## src/rtl/blink_scheduler.sv

```systemverilog
// Round-robin owner of a single blink-period generator and LED: one requester at a time
// gets N blink periods followed by GAP_PERIODS dark periods, then a one-cycle done pulse.
module blink_scheduler #(
    parameter logic [27:0] DIVISOR     = 28'd50000000,
    parameter logic [3:0]  GAP_PERIODS = 4'd2
) (
    input  logic        clk_in,
    input  logic        rst_in,
    input  logic [3:0]  req_in,
    input  logic [15:0] count_in,
    output logic [3:0]  grant_out,
    output logic [3:0]  done_out,
    output logic        busy_out,
    output logic        led_out
);

    localparam logic [27:0] HALF     = DIVISOR >> 1;
    localparam logic [27:0] LAST_CNT = DIVISOR - 28'd1;
    localparam logic [3:0]  LAST_GAP = GAP_PERIODS - 4'd1;

    typedef enum logic [1:0] {IDLE, BLINK, GAP} state_t;

    state_t      state_reg, state_next;
    logic [27:0] pcnt_reg, pcnt_next;
    logic [3:0]  rem_reg, rem_next;
    logic [3:0]  gcnt_reg, gcnt_next;
    logic [1:0]  last_reg, last_next;
    logic [1:0]  owner_reg, owner_next;
    logic [3:0]  grant_reg, grant_next;
    logic [3:0]  done_reg, done_next;
    logic        busy_reg, busy_next;
    logic        led_reg, led_next;

    logic [3:0]  rot_req;
    logic [3:0]  nib [4];
    logic [1:0]  pick_off;
    logic [1:0]  pick;
    logic        wrap;

    // rot_req[k] is the request of the requester k+1 places after the last owner
    genvar gi;
    generate
        for (gi = 0; gi < 4; gi++) begin : g_req
            assign rot_req[gi] = req_in[2'(last_reg + 2'(gi + 1))];
            assign nib[gi]     = count_in[4*gi+3:4*gi];
        end
    endgenerate

    always_comb begin
        pick_off = 2'd0;
        for (int i = 3; i >= 0; i--) begin
            if (rot_req[i]) pick_off = 2'(i);
        end
        pick = last_reg + pick_off + 2'd1;
    end

    always_comb begin
        state_next = state_reg;
        pcnt_next  = pcnt_reg;
        rem_next   = rem_reg;
        gcnt_next  = gcnt_reg;
        last_next  = last_reg;
        owner_next = owner_reg;
        grant_next = grant_reg;
        done_next  = 4'd0;
        busy_next  = busy_reg;
        wrap       = (pcnt_reg == LAST_CNT);
        case (state_reg)
            IDLE: begin
                if (|req_in) begin
                    owner_next = pick;
                    rem_next   = nib[pick];
                    pcnt_next  = 28'd0;
                    gcnt_next  = 4'd0;
                    grant_next = 4'b0001 << pick;
                    busy_next  = 1'b1;
                    state_next = (nib[pick] == 4'd0) ? GAP : BLINK;
                end
            end
            BLINK: begin
                pcnt_next = wrap ? 28'd0 : pcnt_reg + 28'd1;
                if (wrap) begin
                    rem_next = rem_reg - 4'd1;
                    if (rem_reg == 4'd1) begin
                        state_next = GAP;
                        gcnt_next  = 4'd0;
                    end
                end
            end
            GAP: begin
                pcnt_next = wrap ? 28'd0 : pcnt_reg + 28'd1;
                if (wrap) begin
                    if (gcnt_reg == LAST_GAP) begin
                        state_next = IDLE;
                        done_next  = grant_reg;
                        last_next  = owner_reg;
                        grant_next = 4'd0;
                        busy_next  = 1'b0;
                    end else begin
                        gcnt_next = gcnt_reg + 4'd1;
                    end
                end
            end
            default: state_next = IDLE;
        endcase
        // Registered LED follows the counter value it will sit beside next cycle
        led_next = (state_next == BLINK) && (pcnt_next >= HALF);
    end

    always_ff @(posedge clk_in) begin
        if (rst_in) begin
            state_reg <= IDLE;
            pcnt_reg  <= 28'd0;
            rem_reg   <= 4'd0;
            gcnt_reg  <= 4'd0;
            last_reg  <= 2'd3;
            owner_reg <= 2'd0;
            grant_reg <= 4'd0;
            done_reg  <= 4'd0;
            busy_reg  <= 1'b0;
            led_reg   <= 1'b0;
        end else begin
            state_reg <= state_next;
            pcnt_reg  <= pcnt_next;
            rem_reg   <= rem_next;
            gcnt_reg  <= gcnt_next;
            last_reg  <= last_next;
            owner_reg <= owner_next;
            grant_reg <= grant_next;
            done_reg  <= done_next;
            busy_reg  <= busy_next;
            led_reg   <= led_next;
        end
    end

    assign grant_out = grant_reg;
    assign done_out  = done_reg;
    assign busy_out  = busy_reg;
    assign led_out   = led_reg;

endmodule

```

## config.mk

```make
export PLATFORM = sky130hd
export DESIGN_NAME = blink_scheduler
export DESIGN_NICKNAME = d
export VERILOG_FILES = /design/src/rtl/blink_scheduler.sv
export SDC_FILE = /design/constraint.sdc
export NUM_CORES = 1
export LEC_CHECK = 0
export CAP_MARGIN = 10
export CELL_PAD_IN_SITES_DETAIL_PLACEMENT = 1
export CELL_PAD_IN_SITES_GLOBAL_PLACEMENT = 1
export CORE_UTILIZATION = 40
export CTS_BUF_LIST = sky130_fd_sc_hd__clkbuf_8
export DETAILED_ROUTE_END_ITERATION = 7
export PLACE_DENSITY = 0.76
export RECOVER_POWER = 50
export SYNTH_ARGS = -nofsm -noshare
export SYNTH_HDL_FRONTEND = slang
export SYNTH_SLANG_ARGS = --single-unit
```

## constraint.sdc

```tcl
create_clock -name clk_in -period 10.8 [get_ports clk_in]
set_clock_uncertainty 0.1 [all_clocks]
set_input_delay 2.16 -clock clk_in [delete_from_list [all_inputs] [get_ports clk_in]]
set_output_delay 2.16 -clock clk_in [all_outputs]
set_load 0.01 [all_outputs]
```

# Yosys cells after proc, flatten, opt, wreduce, memory -nomap -nowiden
# Index checks and enable logic that the tools add are counted.
# Widths: inputs -> output; s select.
# totals
latchBits,0
output_inout_bits,10
mem_count,0
input_bits,22
reg_bits,52
rom_bits,0
ram_bits,0
wordCells,97
# op_classes
mux,42
n_div,0
shift,1
n_mul,0
n_eq_ne,12
magnitude_cmp,6
reduce_logical,14
addsub,8
bitwise_logic,4
# ops
cell,n
$mux 28,2
$pmux 28 s2,1
$mux 4,12
$add 28x1->28 const B,1
$eq 28x26->1 const B,1
$ge 28x25->1 const B,1
$mux 2,10
$pmux 4 s2,2
$lt 2x3->1 const B,4
$ne 2x2->1 const B,6
$pmux 4 s3,1
$bmux 1 s2,4
$bmux 4 s2,1
$eq 4x1->1 const B,2
$reduce_or 4->1,2
$mux 1,7
$pmux 2 s3,1
$reduce_and 3->1,2
$reduce_and 6->1,1
$add 2x1->2 const B,2
$add 2x2->2 const B,2
$add 4x1->4 const B,1
$eq 2x1->1 const B,2
$logic_not 4->1,1
15 further kinds,18

# Logic depth before layout (Yosys ltp)
# depth
word_depth,18
mapped_depth,13
ltp_nobuf,12

# Worst setup path before layout
# Ideal clock, no wire load.
# synth_timing
kind,input to register
start,input req_in[0]
end,"register led_reg, in the netlist led_out"
slack_ps,5834
setup_ps,122
cell_stages,12
t_arrival_ps,4744
path_cell_list,clkbuf_1 -> nor2_1 -> or4_1 -> o221ai_1 -> a21oi_1 -> ha_1 -> xor2_1 -> xnor2_1 -> mux4_2 -> nor4_1 -> a211oi_1 -> o311a_1
# synth_via
elab_chain_cells,18
elab_cells_between_ends,28
cone_classes,add/sub (2); order compare (1); eq/ne (1); mux (20); bitwise (1); reduce/logical (3)
# synth_lines
item,line,source
start: declaration,9,"input logic [3:0] req_in,"
$bmux 1 s2,44,assign rot_req[gi] = req_in[2'(last_reg + 2'(gi + 1))];
$mux 1 (not written as such),44,
$mux 2 (4 in series),52,if (rot_req[i]) pick_off = 2'(i);
$add 2x2->2,54,pick = last_reg + pick_off + 2'd1;
$add 2x1->2,54,
$not 2->3 (not written as such),77,state_next = (nib[pick] == 4'd0) ? GAP : BLINK;
$bmux 4 s2,77,
$mux 4 (not written as such) (2 in series),77,
$logic_not 4->1,77,
$mux 2,77,
$mux 2,70,if (|req_in) begin
$pmux 2 s3,68,case (state_reg)
$eq 2x1->1,107,led_next = (state_next == BLINK) && (pcnt_next >= HALF);
$logic_and 1x1->1 *,107,
end signal: assignment,132,led_reg <= led_next;
end: declaration,32,"logic led_reg, led_next;"
# Mark *: on every way between the ends. The rest lies on a longest branch, timed or not. The select of a mux whose other input is x is not followed.
# A chain may end at the register's enable or synchronous reset.

# Worst setup path after layout
# Same ends and word-level chain as after synthesis.

==> impl_metrics.env <==
export IMPL_cts_buffers_inserted=5
export IMPL_synth_async_reset_ratio_pct=0
export IMPL_dp_hpwl_mm=6.64
export IMPL_arrival_ns=5.74
export IMPL_antenna_left=0
export IMPL_worstMarginPinSlew_ns=2.31
export IMPL_maxSlewHeadroom_pct=-53.9
export IMPL_min_path_cells=2
export IMPL_layout_drive_gt1_share_pct=4.01
export IMPL_synth_area_sq_um=3140
export IMPL_wl_per_cell_um=17.7
export IMPL_cts_resized=0
export IMPL_finalNonFillerCells=523
export IMPL_synth_seq_cells=52
export IMPL_synth_main_ff_cell="dfxtp_1"
export IMPL_syn_inst=408
export IMPL_clockRootBuffer="clkbuf_8"
export IMPL_tns_ns=0
export IMPL_rsz0062_at_grt="false"
export IMPL_synth_common_cells="nor2_1, dfxtp_1, nand2_1"
export IMPL_largest_register_ffs=28
export IMPL_leakagePower_nw=1.33
export IMPL_required_ns=10.91
export IMPL_holdWs_ns=0.368
export IMPL_yosysUniqueCellTypes=59
export IMPL_dieArea_sq_um=8210
export IMPL_yosysTopAreaCell="dfxtp_1"
export IMPL_syn_area_per_cell_sq_um=7.70
export IMPL_grt_max_degree=50
export IMPL_fin_total_pwr_mw=0.515
export IMPL_fin_ws_ns=5.17
export IMPL_synth_edf_count=0
export IMPL_post_route_util_pct=49.1
export IMPL_rr_endpoint="led_out"
export IMPL_period_share_pct=52.1
export IMPL_dr_first_iter_drc_count=136
export IMPL_rrSetupSlack_ns=7.09
export IMPL_final_area_sq_um=3640
export IMPL_antenna_found_initial=0
export IMPL_post_cts_setup_buffer_count=0
export IMPL_period_needed_ns=5.63
export IMPL_hold_path_class="flop to flop"
export IMPL_post_place_ws_ns=5.00
export IMPL_nFillCells=912
export IMPL_violations="max-capacitance violations, max-slew violations"
export IMPL_grt_usage_pct=23.2
export IMPL_cts_sinks=52
export IMPL_rows=31
export IMPL_vias=3144
export IMPL_cts_tree="done"
export IMPL_place_gp_congestion=0.850
export IMPL_clockBufferDepth=2
export IMPL_io_pins=32
export IMPL_synth_most_common_cell="nor2_1"
export IMPL_end_kind="flop"
export IMPL_max_freq_ghz=0.178
export IMPL_place_area_sq_um=3480
export IMPL_area_growth_pct=15.8
export IMPL_synthDominantCellAreaShare_pct=33.1
export IMPL_postCtsHoldBufs=0
export IMPL_portBuffers=31
export IMPL_clk_latency_ns=0.31
export IMPL_hold_end="owner_reg[1]"
export IMPL_first_pass_iters=4
export IMPL_antenna_cells=0
export IMPL_drc=0
export IMPL_grt_pass1_wl_mm=15.5
export IMPL_criticalPathCategory="primary input to flop"
export IMPL_grt_pass1_vias=3130
export IMPL_synth_area_leaders="dfxtp_1, nor2_1, a21oi_1, nand2_1, o21ai_0"
export IMPL_die_w_um=90.6
export IMPL_status="finished with violations"
export IMPL_initial_core_util_pct=42.4
export IMPL_ir_drop_mv=0.0599
export IMPL_ys_seq_area_share_pct=33.1
export IMPL_maxCapViolCount=1
export IMPL_gr_total_overflow=0
export IMPL_critPathMaxFanout=8
export IMPL_totalWireLength_mm=9.25
export IMPL_die_y_um=90.6
export IMPL_worstHoldStart="owner_reg[1]"
export IMPL_clk_pin_slew_ns=0.10
export IMPL_cts_htree_levels=2
export IMPL_start_kind="primary input"
export IMPL_pwr_density_cell_nw_per_um2=142
export IMPL_synth_warnings=0
export IMPL_final_nets=455
export IMPL_dp_cells=515
export IMPL_finalHoldViolCount=0
export IMPL_setup_viol=0
export IMPL_design_core_area_sq_um=7410
export IMPL_rr_worst_depth=10
export IMPL_vias_per_cell=6.01
export IMPL_syn_nets=440
export IMPL_report_final_slew_viol_count=50
export IMPL_rr_startpoint="pcnt_reg[0]"
==> power breakdown <==
group	internal [mW]	total (mW)	leakage [nW]	switching [mW]
logic	0.0462	0.121	0.827	0.0749
clock network	0.116	0.185	0.0784	0.0688
registers	0.201	0.209	0.421	0.00808
total	0.363	0.515	1.33	0.152
==> layout by cell type, fill, tap and decap left out, types with 7 or more instances in the layout <==
master           instances
a22oi_1                  7
and3_1                  11
dfxtp_1                 52
nor3_1                  13
clkdlybuf4s50_1         18
nor2_1                  57
a31oi_1                  9
dlygate4sd3_1           12
inv_1                   10
nand3_1                 15
nand2_1                 36
ha_1                    10
o21ai_0                 27
a21oi_1                 29
==> layout make-up <==
class                   count  area [sq um]  share of cell area, %
clock buffers               5          68.8                   1.89
clock inverters             3          90.1                   2.48
inverters                  11          41.3                   1.14
multi-input cells         320          1960                   53.8
flip-flops and latches     52          1040                   28.6
well taps                  99           124                   3.41
repair buffers             33           315                   8.67
==> how the worst max path moves through the flow <==
stage | start | to | slack, ns | cells after the start
CTS | req_in[0] | led_out | 5.30 | 12
detailed placement | req_in[0] | led_out | 5.00 | 12
finish | req_in[0] | led_out | 5.17 | 12
global placement | req_in[0] | led_out | 5.11 | 12
floorplan | req_in[0] | led_out | 5.83 | 12
global route | req_in[2] | led_out | 4.98 | 12
==> critical path: stages <==
cell and delay (ns):
dlygate4sd3_1 0.68, nor2_1 0.09, or4_1 0.42, o221ai_1 0.09, a21oi_1 0.06, ha_1 0.20
xor2_1 0.15, xnor2_1 0.59, mux4_2 0.44, nor4_1 0.47, o41ai_1 0.16, o311a_1 0.20
==> metal layers <==
layer / vias to the layer above / GRT usage, % / routed length, um
li1: 1532 / - / -
met1: 1527 / 29.7 / 4350
met2: 73 / 40.1 / 4430
met3: 12 / 3.54 / 336
met4: 0 / 6.85 / 134
met5: - / 0 / 0
==> kinds of logic (layout without fill, tap and decap cells) <==
logic type | after synthesis | after routing | share of synthesized area (%)
compound gates | 116 | 116 | 24.1
xor+xnor | 5 | 5 | 1.39
fa+ha+maj | 10 | 10 | 3.98
buf+inv | 36 | 52 | 4.94
flops | 52 | 52 | 33.1
mux | 5 | 5 | 3.19
simple gates | 184 | 184 | 29.3
(Power assumes the default switching activity.)
